File: src/rtl/onehot_encoder_serial.sv
// ============================================================================
// Module   : onehot_encoder_serial
// Purpose  : Captures an N-line decoded vector and emits each set line as a
//            binary index over a valid/ready handshake, lowest line first.
// Revision : 1.0
// ============================================================================
`default_nettype none

module onehot_encoder_serial #(
  parameter int N = 4
) (
  input  logic                 clk,
  input  logic                 rst_n,
  input  logic                 en,
  input  logic [N-1:0]         d_in,
  input  logic                 d_load,
  output logic                 load_ready,
  output logic [$clog2(N)-1:0] idx_out,
  output logic                 idx_valid,
  input  logic                 idx_ready,
  output logic                 multi_hot,
  output logic                 none_hot,
  output logic                 done
);

  localparam int IDX_W = $clog2(N);

  typedef enum logic [0:0] {
    IDLE  = 1'b0,
    SERVE = 1'b1
  } state_t;

  state_t         state_q, state_d;
  logic [N-1:0]   pending_q, pending_d;
  logic           multi_hot_q, multi_hot_d;
  logic           none_hot_q, none_hot_d;
  logic           done_q, done_d;

  logic           load_fire;
  logic           xfer;
  logic [N-1:0]   pending_clr;
  logic [IDX_W-1:0] lowest_idx;

  assign load_ready = en & (state_q == IDLE);
  assign idx_valid  = en & (state_q == SERVE);
  assign load_fire  = d_load & load_ready;
  assign xfer       = idx_valid & idx_ready;

  // Clearing the lowest set bit leaves the remaining lines for later transfers.
  assign pending_clr = pending_q & (pending_q - N'(1));

  always_comb begin
    lowest_idx = '0;
    for (int i = N - 1; i >= 0; i--) begin
      if (pending_q[i]) begin
        lowest_idx = IDX_W'(i);
      end
    end
  end

  assign idx_out   = lowest_idx;
  assign multi_hot = multi_hot_q;
  assign none_hot  = none_hot_q;
  assign done      = done_q;

  always_comb begin
    state_d     = state_q;
    pending_d   = pending_q;
    multi_hot_d = multi_hot_q;
    none_hot_d  = 1'b0;
    done_d      = 1'b0;

    if (load_fire) begin
      if (d_in != '0) begin
        pending_d   = d_in;
        multi_hot_d = |(d_in & (d_in - N'(1)));
        state_d     = SERVE;
      end else begin
        none_hot_d  = 1'b1;
      end
    end

    if (xfer) begin
      pending_d = pending_clr;
      if (pending_clr == '0) begin
        state_d     = IDLE;
        multi_hot_d = 1'b0;
        done_d      = 1'b1;
      end
    end
  end

  // Pulse flops load every cycle so an already-scheduled pulse fires even with en low.
  always_ff @(posedge clk or negedge rst_n) begin
    if (!rst_n) begin
      state_q     <= IDLE;
      pending_q   <= '0;
      multi_hot_q <= 1'b0;
      none_hot_q  <= 1'b0;
      done_q      <= 1'b0;
    end else begin
      state_q     <= state_d;
      pending_q   <= pending_d;
      multi_hot_q <= multi_hot_d;
      none_hot_q  <= none_hot_d;
      done_q      <= done_d;
    end
  end

endmodule

`default_nettype wire

File: config.mk
export PLATFORM = sky130hd
export DESIGN_NAME = onehot_encoder_serial
export DESIGN_NICKNAME = d
export VERILOG_FILES = /design/src/rtl/onehot_encoder_serial.sv
export SDC_FILE = /design/constraint.sdc
export NUM_CORES = 1
export LEC_CHECK = 0
export ABC_CLOCK_PERIOD_IN_PS = 1800
export BUFFER_PORTS_ARGS = -buffer_cell sky130_fd_sc_hd__buf_2
export CELL_PAD_IN_SITES_DETAIL_PLACEMENT = 1
export CELL_PAD_IN_SITES_GLOBAL_PLACEMENT = 2
export CORE_UTILIZATION = 25
export DETAILED_ROUTE_END_ITERATION = 10
export PLACE_DENSITY_LB_ADDON = 0.1
export SYNTH_ARGS = -nofsm -noshare
export SYNTH_HDL_FRONTEND = slang
export SYNTH_SLANG_ARGS = --single-unit
File: constraint.sdc
create_clock -name clk -period 1.8 [get_ports clk]
set_input_delay 0.36 -clock clk [delete_from_list [all_inputs] [get_ports clk]]
set_output_delay 0.36 -clock clk [all_outputs]
set_load 0.01 [all_outputs]
### Yosys cells after proc, flatten, opt, wreduce, memory -nomap -nowiden

Cells that the tools add are included.

* ROM bits: 0
* memories: 0
* output and inout bits: 7
* logic and storage cells: 39
* bits of input ports: 9
* bits in latches: 0
* bits in registers: 8
* RAM bits: 0

* reduce and logical (&&, ||, !) cells: 6
* add/sub/neg operators: 2
* bitwise operators: 7
* equality and inequality tests: 0
* multiplexer cells: 19
* multipliers: 0
* magnitude comparators: 0
* shift-type cells: 0
* div/mod/pow operators: 0

Operator list (number)
* $mux 1: 12
* $mux 4: 3
* $and 4x4->4: 2
* $mux 2: 4
* $sub 4x1->4 const B: 2
* $and 1x1->1: 4
* $logic_not 4->1: 1
* $reduce_bool 2->1: 2
* $reduce_bool 4->1: 1
* $reduce_or 4->1: 1
* $reduce_and 2->1: 1
* $not 1->1: 1

### Longest topological paths before layout

Gate-level depths: netlist of run 1.

* depth after elaboration: 7
* mapped depth: 5
* mapped depth without buffers: 4

### Worst setup path before layout of run 1

No wires, ideal clock.

* path kind: register to register
* start point: reg state_q
* end point: reg pending_q[1]
* buffers on the path: 1
* data required time: 1679 ps
* cell stages (with the launch flop): 6
* arrival: 1223 ps
* setup time: 121 ps
* setup slack: 456 ps
* period minus slack after synthesis: 1344 ps
* cell sequence: dfrtp_1 and3b_1 clkbuf_1 a21oi_2 a21o_1 a22o_2

* word-level cells in the longest chain between the ends: 5
* elaborated cells on any way between the ends: 9
* classes of those cells: mux: 1; bitwise: 5; reduce/logical: 3

RTL lines
* from (decl): RTL line 33 `state_t state_q, state_d;`
* from (signal assigned): RTL line 102 `state_q <= state_d;`
* $not 1->1: RTL line 44 `assign load_ready = en & (state_q == IDLE);`
* $and 1x1->1: RTL line 44
* $and 1x1->1: RTL line 46 `assign load_fire = d_load & load_ready;`
* $reduce_bool 2->1 (no line)
* $reduce_and 2->1 (no line)
* to (signal assigned): RTL line 103 `pending_q <= pending_d;`
* to (decl): RTL line 34 `logic [N-1:0] pending_q, pending_d;`

Parallel ways exist; a longest one is shown, timed or not.
A chain may end at the register's enable or synchronous reset.

### Worst setup path in the final report of run 1

* start point: reg pending_q[0]
* end point: out idx_out[1]

* word-level cells in the longest chain between the ends: 1

RTL lines
* $mux 2: RTL line 55 `if (pending_q[i]) begin`
* to (decl): RTL line 18 `output logic [$clog2(N)-1:0] idx_out,`

No other way between the ends.

==> flow_results.org, run 1 <==
** Clock network
- Insertion delay of the later-clocked pin in the worst-skew pair :: 0.25 ns
- After clock tree synthesis, the clock-pin slew on the worst setup and hold paths is 0.05 ns.
- In this run the post-CTS setup repair buffer count came out at 0.
- Number of buffers created by CTS :: 3
- TritonCTS sink count :: 8
- Number of resized instances in the post-cts repair step :: 0
- The clock passes through at most 2 buffers.
- CTS tree :: built
- In this run the number of H-tree levels came out at 1.
- The tree is rooted in a clkbuf_4.

** Place
- The HPWL after detailed placement is 834.8 µm.
- Final estimated routing congestion in global placement :: 0.7025
- Number of port buffers :: 15

** Global routing
- For this run, the total global-route usage over all layers was measured as 0.1368.
- Largest net degree at the start of global routing :: 9
- The via count of the first global-routing pass is 427.
- The initial antenna violation count was 0.
- Global-route wire length before repair :: 1.876 mm
- The total overflow left after global routing is 0.

** Setup path
- Crit Path Category :: flip-flop to primary output
- Startpoint type of the worst setup path :: flip-flop
- Along the worst path, the maximum fanout reaches 5.
- Signal arrival time at the worst endpoint :: 1.18 ns
- Worst reg2reg endpoint :: pending_q[1]
- The largest single stage delay on the critical path is 0.42 ns.
- Slack of the worst reg-to-reg path :: 0.40 ns
- Reg2Reg Depth :: 4
- Data required time at the worst endpoint :: 1.44 ns
- Cell-by-cell listing of the critical path :: nor2_1 -> o21a_1 -> buf_2
- In this run the critical register-to-register path is launched from state_q.
- The worst setup path is captured at a primary output.
- Source of the critical timing path :: pending_q[0]
- Last element of the critical path :: idx_out[1]
- Among all stages on the critical path, the largest delay is contributed by dfrtp_1.

** STA
- Worst hold slack across all endpoints :: 0.3846 ns
- Of the available clock period, the critical path in the final layout requires 0.8551.
- Final period demand of the worst path :: 1.539 ns
- On the final layout, the worst clock skew is 0.0006043 ns.
- The number of hold violations in the final report came to 0.
- Setup repair after global routing left no endpoint under its margin.
- Slew at the pin with the worst max-slew slack :: 0.2865 ns
- Final Slew Violations :: 0
- After routing, the total negative slack on setup checks comes to 0 ns.
- Timing would allow up to 649.7 MHz.
- The worst pin sits at a relative slew slack of 0.8090.
- Setup violations remaining at the end of the flow were counted as 0.

** Floorplan
- Die width :: 43.68 µm
- The core region is 1559 µm².
- Total Die Area :: 1908 µm²
- Initial core utilization :: 0.2785
- Number of core rows :: 14
- During I/O placement, the number of pins put on the boundary was 16.
- Die height :: 43.68 µm

** Synthesis
- Area of the mapped netlist :: 434.2 µm²
- Syn. warnings :: 0
- Largest cells by area after synthesis :: dfrtp_1 (46%), a21oi_1 (6.9%), nand2_1 (4.3%)
- Flop and latch count out of synthesis :: 8
- Top FF cell, synth :: dfrtp_1
- Number of instances in the synthesized netlist :: 47
- Async set or reset register ratio after synthesis :: 1.000
- Count of different cell masters after synthesis :: 24
- The number of nets handed over by synthesis was 56.
- The average instance in the mapped netlist occupies 9.238 µm².
- The synthesized design contains 0 enable-type register cells.
- For this run, the register share of the synthesized area comes to 0.4611.
- Cell taking the most area after synthesis :: dfrtp_1
- Post-synth top area share :: 0.4611

** Power and ir drop
- Cell area power density :: 1397 nW/µm²
- IR Drop Worst-Case VDD :: 427.7 µV
- Leakage :: 0.2720 nW

** Layout
- Fill cell count :: 190
- Most common cell after layout, fill and taps aside :: buf_2
- Of the cells placed in the final design, the portion with a size suffix greater than 1 is 0.3538.
- After the last flow step, the layout net total stands at 76.
- Number of antenna cells inserted :: 0
- From synthesis to final layout, the design area changed by 28.53%.
- Commonest cells after routing, fill and taps aside :: buf_2 (15), dfrtp_1 (8), a21oi_1 (6)

** Min path
- Path category of the worst min-delay check :: input pin to flip-flop

** Route
- The final layout contains routed wiring with a total length of 1.051 mm.
- Post-route DRC :: 2
- First DRT Iteration DRCs :: 9
- Routed length per placed instance :: 12.98 µm
- Routed via count divided by cell count :: 5.099
- For this block, the via count after detailed routing is 413.
- Before antenna repair, the detailed router went through 6 iterations.
- The count of nets left with antenna violations once routing finished came out at 0.

** Job
- The tool flagged a number of max-cap violations equal to 0.

** Status
- Violations in the final reports :: DRC
- The flow ran to the end, but the final reports show violations.
-- worst max-delay path, delay by kind of cell, from the launching register on --
kind            cells  cell delay [ns]
simple gates        1             0.23
flops               1             0.42
buf+inv             1             0.12
compound gates      1             0.16
-- state kept, by name, indices dropped and copies added, names as in the netlist --
signal	flops
done	1
multi_hot	1
none_hot	1
pending_q	4
state_q	1
-- through the flow --
stage            util  setup WS [ns]  instances  area (µm²)  total power [mW]
2_1_floorplan       -         0.4561         47       434.2            0.5243
3_3_place_gp   0.3371         0.2637         77       525.5            0.6560
3_5_place_dp   0.3371         0.2638         77       525.5            0.6504
4_1_cts        0.3579         0.2493         81       558.0            0.7949
5_1_grt        0.3579         0.1944         81       558.0            0.8514
6_report       0.3579         0.2608         81       558.0            0.7797
-- synth_stat cells (2+ instances only) --
| master | instances |
|---|---|
| or3_2 | 2 |
| a21oi_1 | 6 |
| nor3_1 | 2 |
| dfrtp_1 | 8 |
| nor2_1 | 5 |
| nand2_1 | 5 |
| nor2b_1 | 2 |
-- timing repair --
action / 4_1_cts / 5_1_grt
setup endpoints to repair: 0 / 0
hold buffers: 1 / 0
hold endpoints to repair: 8 / 0
-- power breakdown --
group / internal [mW] / switching, mW / total, mW / leakage, nW
combinational: 0.151 / 0.174 / 0.326 / 0.156
sequential: 0.251 / 0.0687 / 0.320 / 0.102
clock: 0.0761 / 0.0582 / 0.134 / 0.0138
-- per-layer routing --
metal,vias to the layer above,global-route usage,share of wire
met1,192,0.1844,0.51
met4,0,0.07500,0
li1,209,-,-
met2,12,0.2060,0.43
met5,-,0,0
met3,0,0.02500,0.061
-- final cells by class --
cell class	instances	area, µm²	area share
Tap cell	16	20.02	0.03587
Clock buffer	3	22.52	0.04036
Sequential cell	8	200.2	0.3587
Inverter	1	3.754	0.006726
Multi-Input combinational cell	37	226.5	0.4058
Timing Repair Buffer	16	85.08	0.1525
-- worst min-delay path by stage --
stage,startpoint,to,slack (ns),depth (start not counted)
2_1_floorplan,rst_n,done,0.06,0
3_3_place_gp,rst_n,none_hot,0.22,1
3_5_place_dp,rst_n,none_hot,0.22,1
4_1_cts,d_load,none_hot,0.37,3
5_1_grt,d_in[3],pending_q[3],0.39,3
6_report,d_load,none_hot,0.38,3
-- kinds of logic after synthesis --
group	Yosys count	share of synthesized area
AO/OA/AOI/OAI	15	0.2335
buffers and inverters	2	0.01727
flip-flops	8	0.4611
AND/OR/NAND/NOR	21	0.2680
XOR/XNOR	1	0.02018
Power figures use the tool's default switching activity.
==> inputs of run 2 (changes only) <==
Settings changed: CELL_PAD_IN_SITES_DETAIL_PLACEMENT 1 to not set, CELL_PAD_IN_SITES_GLOBAL_PLACEMENT 2 to not set, CORE_AREA set to 2 2 39 41, CORE_UTILIZATION 25 to not set, DIE_AREA set to 0 0 41 43, PLACE_DENSITY_LB_ADDON 0.1 to not set.
==> run 2 against run 1 <==
Against the previous run: the run now ends clean; register-to-register slack improved by 0.03 ns; sequential power about the same; global-route usage decreased by 0.32 points.
==> flow_results.org, run 2 (synthesis gave the netlist of run 1 again) <==
** Status
- The run finished with clean final reports.

** Layout
- The number of fill cells in the layout is 136 (-28%).
- Commonest cells after routing, fill and taps aside :: buf_2 (15), dfrtp_1 (8), a21oi_1 (6)
- The fraction of the core area covered by cells at the end of the flow is 0.4033 (+0.04531).
- Flip-flop count of the largest register, all copies and words added :: 4 (unchanged)
- Number of antenna cells inserted :: 0 (unchanged)
- Largest register by flop count :: pending_q
- Count of non-filler cells in the finished layout :: 81 (unchanged)
- Layout area overhead :: 28.53% (unchanged)
- The number of nets in the layout was 76 (unchanged).
- Share of cells above drive strength 1 :: 0.3538 (unchanged)
- Leaving out fill and tap cells, the most frequent cell in the layout is buf_2.

** Route
- The total via count after detailed routing was 391 (-5.3%).
- Number of search-and-repair iterations in the first detailed-routing pass :: 4 (-2)
- The via density per instance was 4.827 (-5.3%).
- Routed length per placed instance :: 11.09 µm (-15%)
- Total wirelength of the detailed-routed design :: 898 µm (-15%)
- The DRC violation count after routing was 0 (-2).
- Post-route ant nets :: 0 (unchanged)
- The violation count after the first detailed-route iteration is 8 (-1).

** Clock network
- TritonCTS sink count :: 8 (unchanged)
- Count of H-tree levels built during CTS :: 1 (unchanged)
- The largest buffer count on any clock path came to 2 (unchanged).
- Cell at the root of the clock tree :: clkbuf_4
- Setup fix buffers added after clock tree synthesis :: 0 (unchanged)
- Number of buffers created by CTS :: 3 (unchanged)
- CTS tree :: built
- Insertion delay of the later-clocked pin in the worst-skew pair :: 0.25 ns (about the same)
- Clock transition at path regs :: 0.05 ns (about the same)

** Min path
- The count of cells along the worst hold path was 3 (unchanged).
- The path class of the tightest hold or removal check is input pin to flip-flop.
- In this run the most critical hold path is launched from d_load.
- The path with the worst hold slack has its endpoint at none_hot.

** Setup path
- The maximum net fanout on the critical path is 5 (unchanged).
- The worst register-to-register path ends at pending_q[1].
- STA classifies the critical path endpoint as a primary output.
- The required time of the critical path was 1.44 ns (about the same).
- In this run the critical register-to-register path is launched from state_q.
- STA classifies the critical path startpoint as a flip-flop.
- Reg2Reg Depth :: 4 (unchanged)
- The worst reg-to-reg setup slack was 0.43 ns (+0.03 ns).
- Crit Path Category :: flip-flop to primary output
- Signal arrival time at the worst endpoint :: 1.18 ns (about the same)

** Floorplan
- The area inside the core boundary was 1384 µm² (-11%).
- The horizontal die dimension was 41 µm (-6.1%).
- Die height :: 43 µm (-1.5%)
- The initial core utilization is 0.3137 (+0.03525).
- The floorplan die area came to 1763 µm² (-7.6%).
- The number of cell rows came to 14 (unchanged).
- Num ports :: 16 (unchanged)

** STA
- Max-Slew Margin vs Limit :: 0.8349 (+0.02591)
- Unrepaired setup endpoints after global routing :: no
- Setup TNS :: 0 ns (unchanged)
- The period utilization was 0.8542 (-0.0009133).
- Final period demand of the worst path :: 1.538 ns (-0.001644 ns)
- Number of setup violations in the final report :: 0 (unchanged)
- Slew at the pin with the worst max-slew slack :: 0.2442 ns (-0.04231 ns)
- Worst hold slack across all endpoints :: 0.3689 ns (-0.01577 ns)
- Hold Violations, Final :: 0 (unchanged)
- The fmax came to 650.4 MHz (+0.11%).
- Final Slew Violations :: 0 (unchanged)
- The largest clock skew in the final design was 0.003281 ns (+0.002676 ns).

** Place
- Final estimated routing congestion in global placement :: 0.7174 (+2.1%)
- DPL Wire Length :: 706 µm (-15%)
- The number of placed instances with taps included is 77 (unchanged).
- Number of port buffers :: 15 (unchanged)

** Power and ir drop
- IR Drop Worst-Case VDD :: 347.4 µV (-19%)
- The power per unit of standard cell area was 1389 nW/µm² (-0.61%).
- The leakage power of the design is 0.2720 nW (unchanged).
- Final Power :: 774.9 µW (-0.61%)

** Global routing
- Total global-route track usage :: 0.1336 (-0.003193)
- The pin count of the biggest net entering global routing was 9 (unchanged).
- The first-pass GRT wire length is 1.552 mm (-17%).
- Vias in the first global route :: 343 (-20%)
- Residual overflow from global routing :: 0 (unchanged)
- Antenna violations before repair :: 0 (unchanged)

** Job
- The number of maximum-capacitance violations came to 0 (unchanged).
## run 2: cell counts in the layout (fill, tap and decap cells not counted)
Identical to the previous run, type by type.
## run 2: power by group
part           leakage (nW)  switching (mW)  internal, mW
Sequential            0.102          0.0713         0.251
Combinational         0.156           0.169         0.151
Clock                0.0138          0.0558        0.0759
Total                 0.272           0.296         0.479
## run 2: routing by layer
layer  global-route usage  part of all wire  routed length, µm  up-vias
met2               0.1594              0.44                391       10
met4               0.1000             0.016                 14        0
met3              0.03141             0.036                 32        2
li1                     -                 -                  -      209
met5                    0                 0                  0        -
met1               0.1980              0.51                460      170
## run 2: worst max path at each step
stage | startpoint | end | slack, ns | cells after the start
6_report | pending_q[0] | idx_out[1] | 0.26 | 3
5_1_grt | pending_q[0] | idx_out[1] | 0.15 | 3
4_1_cts | pending_q[0] | idx_out[1] | 0.26 | 3
3_5_place_dp | d_in[2] | pending_q[1] | 0.26 | 5
3_3_place_gp | d_in[2] | pending_q[1] | 0.28 | 5
2_1_floorplan | state_q | pending_q[1] | 0.46 | 5
## run 2: stage by stage
step	setup WS [ns]	area, µm²
floorplan	0.4561	434.2
global placement	0.2762	525.5
detailed placement	0.2641	525.5
CTS	0.2573	558.0
global route	0.1471	558.0
finish	0.2625	558.0
## run 2: final cells by class
type                    instances  area, µm²  area share
multi-input cells              37      226.5      0.4058
inverters                       1      3.754    0.006726
repair buffers                 16      85.08      0.1525
flip-flops and latches          8      200.2      0.3587
clock buffers                   3      22.52     0.04036
well taps                      16      20.02     0.03587
## run 2: what timing repair did
action	CTS	global route
resized for setup	0	0
endpoints found under the hold margin	8	0
hold buffers	1	0
## run 2: critical path, stage by stage (launching register included)
cell and delay (ns):
dfrtp_1 0.42, nor2_1 0.23, o21a_1 0.16, buf_2 0.12
==> inputs of run 3 (changes only) <==
Settings changed: PLACE_DENSITY set to 0.64.
==> run 3 against run 2 <==
Against the previous run: global-route usage down 1.4 points; non-clock buffer count unchanged; core utilization unchanged; setup slack worse by 0.0014 ns; worst hold slack better by 0.0087 ns; cell area unchanged; final cell count unchanged; via count up 2.8%; critical path depth unchanged; fmax about the same; clock power about the same; sequential share of layout area unchanged; largest cell class unchanged; largest power group unchanged; highest routed layer unchanged.
==> flow_results.org, run 3 (synthesis gave the netlist of run 1 again) <==
** Setup path
- Data required time at the worst endpoint :: 1.44 ns (about the same)
- Cell-by-cell listing of the critical path :: nor2_1 -> o21a_1 -> buf_2
- Slack of the worst reg-to-reg path :: 0.42 ns (about the same)
- Critical path's top delay family :: flip-flops
- The number of buffers and inverters on the critical path was 1 (unchanged).
- Reg2Reg Depth :: 4 (unchanged)
- Longest individual stage delay on the worst path :: 0.42 ns (about the same)
- The startpoint identified for the worst register-to-register timing path is state_q.
- Crit Path Category :: flip-flop to primary output
- Startpoint type of the worst setup path :: flip-flop
- Crit end category :: primary output
- Largest driver fanout on the critical path :: 4 (-1)
- Among all stages on the critical path, the largest delay is contributed by dfrtp_1.
- The arrival time of the worst setup path came to 1.18 ns (about the same).
- Worst reg2reg endpoint :: pending_q[1]

** Floorplan
- Number of core rows :: 14 (unchanged)
- The initial core utilization came to 0.3137 (unchanged).
- The area inside the core boundary was 1384 µm² (unchanged).
- The floorplan die area was 1763 µm² (unchanged).
- Num ports :: 16 (unchanged)
- The horizontal die dimension was 41 µm (unchanged).
- The height of the chip is 43 µm (unchanged).

** Power and ir drop
- Fraction of power spent switching nets :: 0.3773 (-0.005020)
- IR Drop Worst-Case VDD :: 395.6 µV (+14%)
- Cell area power density :: 1377 nW/µm² (-0.88%)
- Power share of the clock group :: 0.168 (-0.002)
- The reported net switching power is 289.9 µW (-2.2%).
- Combinational share of power :: 0.412 (-0.002)
- The part of the total power dissipated in sequential elements came to 0.420 (+0.004).
- The internal power summed over all cells is 478.3 µW (about the same).
- Leakage :: 0.2720 nW (unchanged)

** Layout
- The area occupied by registers is 200.2 µm² (unchanged).
- Final cell area excluding filler cells :: 558.0 µm² (unchanged)
- Footprint of the multi-input gates :: 226.5 µm² (unchanged)
- Largest register by flop count :: pending_q
- Leaving out fill and tap cells, the most frequent cell in the layout is buf_2.
- Final nets :: 76 (unchanged)
- The number of non-filler instances in the completed layout is 81 (unchanged).
- The number of fill cells in the layout is 145 (+6.6%).
- The area added between synthesis and finish was 28.53% (unchanged).
- Share of cells above drive strength 1 :: 0.3538 (unchanged)
- The top cell types in the final layout, fill and taps aside, are buf_2 (15), dfrtp_1 (8), a21oi_1 (6).
- Number of antenna cells inserted :: 0 (unchanged)
- Flip-flop count of the largest register, all copies and words added :: 4 (unchanged)

** Route
- Highest routed layer :: met4
- The count of TritonRoute iterations in the first routing pass was 4 (unchanged).
- Routed length per placed instance :: 10.91 µm (-1.6%)
- The via density per instance came to 4.963 (+2.8%).
- The met3 wire length came to 46 µm (+44%).
- Sum of met2 wire segment lengths after detailed routing :: 411 µm (+5.1%)
- The number of nets with antenna violations after routing came to 0 (unchanged).
- The total via count after detailed routing came to 402 (+2.8%).
- The total routed wire length on the met1 layer is 408 µm (-11%).
- Post-route DRC :: 0 (unchanged)
- The violation count after the first detailed-route iteration was 2 (-6).
- Total wirelength of the detailed-routed design :: 884 µm (-1.6%)

** Place
- The post-detailed-placement cell area was 525.5 µm² (unchanged).
- Final estimated routing congestion in global placement :: 0.7352 (+2.5%)
- The half-perimeter wire length after placement came to 705.9 µm (about the same).
- The number of placed instances with taps included was 77 (unchanged).
- The quantity of I/O buffers inserted on ports was 15 (unchanged).

** Clock network
- The clock sink count was 8 (unchanged).
- The buffers inserted during post-CTS setup optimization is 0 (unchanged).
- Count of H-tree levels built during CTS :: 1 (unchanged)
- Number of buffers created by CTS :: 3 (unchanged)
- CTS tree :: built
- The count of cells resized by post-cts repair came to 0 (unchanged).
- The clock transition at the register clock pins on the worst setup and hold paths after CTS is 0.05 ns (about the same).
- The insertion delay of the later-clocked pin in the worst-skew pair came to 0.25 ns (about the same).
- Cell at the root of the clock tree :: clkbuf_4
- Maximum buffer depth of the clock tree :: 2 (unchanged)

** STA
- Final Slew Violations :: 0 (unchanged)
- Number of setup violations in the final report :: 0 (unchanged)
- The transition at the pin with the smallest max-transition slack is 0.2678 ns (+0.02360 ns).
- Maximum clock frequency :: 649.8 MHz (about the same)
- Final worst clock skew :: 0.001341 ns (-0.001940 ns)
- The post-route minimum period came to 1.539 ns (+0.001411 ns).
- Post-route fraction of the period consumed by the critical path :: 0.8550 (about the same)
- The post-route setup TNS came to 0 ns (unchanged).
- The number of hold violations in the final report is 0 (unchanged).
- Max-Slew Margin vs Limit :: 0.8214 (-0.01344)
- Unrepaired setup endpoints after global routing :: no

** Min path
- The count of cells along the worst hold path came to 3 (unchanged).
- The path with the worst hold slack has its endpoint at none_hot.
- Origin of the worst min-delay path :: d_load
- The path class of the tightest hold or removal check is input pin to flip-flop.

** Global routing
- The leftover overflow at the end of global routing was 0 (unchanged).
- The overall routing resource usage was 0.1196 (-0.01405).
- The initial antenna violation count came to 0 (unchanged).
- Largest net degree at the start of global routing :: 9 (unchanged)
- Vias in the first global route :: 352 (+2.6%)
- Global-route wire length before repair :: 1.400 mm (-9.8%)

** Status
- The flow ran to the end, and the final reports show no timing, DRC or antenna violations.

** Job
- The number of maximum-capacitance violations was 0 (unchanged).
-- run 3: cell counts in the layout (fill, tap and decap cells not counted) --
No cell type changed its count.
-- run 3: final cells by class --
cell class,instances,area share
inverter,1,0.006726
multi-input combinational,37,0.4058
sequential,8,0.3587
tap,16,0.03587
clock buffer,3,0.04036
timing repair buffer,16,0.1525
-- run 3: how the worst max path moves through the flow --
stage | from | to | slack [ns] | cells after the start
after global placement | d_in[2] | pending_q[1] | 0.28 | 5
final | pending_q[1] | idx_out[1] | 0.26 | 3
after floorplan | state_q | pending_q[1] | 0.46 | 5
after CTS | pending_q[1] | idx_out[1] | 0.24 | 3
after detailed placement | d_in[2] | pending_q[1] | 0.26 | 5
after global routing | pending_q[1] | idx_out[1] | 0.17 | 3
-- run 3: power groups by stage --
| stage | sequential, mW | combinational, mW | clock [mW] |
|---|---|---|---|
| floorplan | 0.315 | 0.210 | 0 |
| global placement | 0.322 | 0.318 | 0 |
| detailed placement | 0.325 | 0.320 | 0 |
| CTS | 0.322 | 0.322 | 0.134 |
| global route | 0.334 | 0.359 | 0.149 |
| finish | 0.322 | 0.317 | 0.129 |
-- run 3: through the flow --
stage | power, mW | hold slack, ns | utilization | setup WS, ns
floorplan | 0.5243 | 0.06441 | - | 0.4561
global placement | 0.6402 | 0.2048 | 0.3797 | 0.2807
detailed placement | 0.6445 | 0.2013 | 0.3797 | 0.2599
CTS | 0.7789 | 0.3723 | 0.4033 | 0.2408
global route | 0.8423 | 0.3716 | 0.4033 | 0.1675
finish | 0.7682 | 0.3775 | 0.4033 | 0.2611
-- run 3: timing repair --
action                     CTS  global route
hold endpoints to repair     8             0
setup endpoints to repair    0             0
hold buffers                 1             0
-- run 3: tightest hold or removal path: cells and delay by family --
family	cells	cell delay [ns]
buffers and inverters	1	0.10
and+or+nand+nor	2	0.12
-- run 3: layer usage --
layer / up-vias / GRT usage
li1: 208 / -
met1: 176 / 0.1722
met2: 16 / 0.1500
met3: 2 / 0.01571
met4: 0 / 0.1000
met5: - / 0
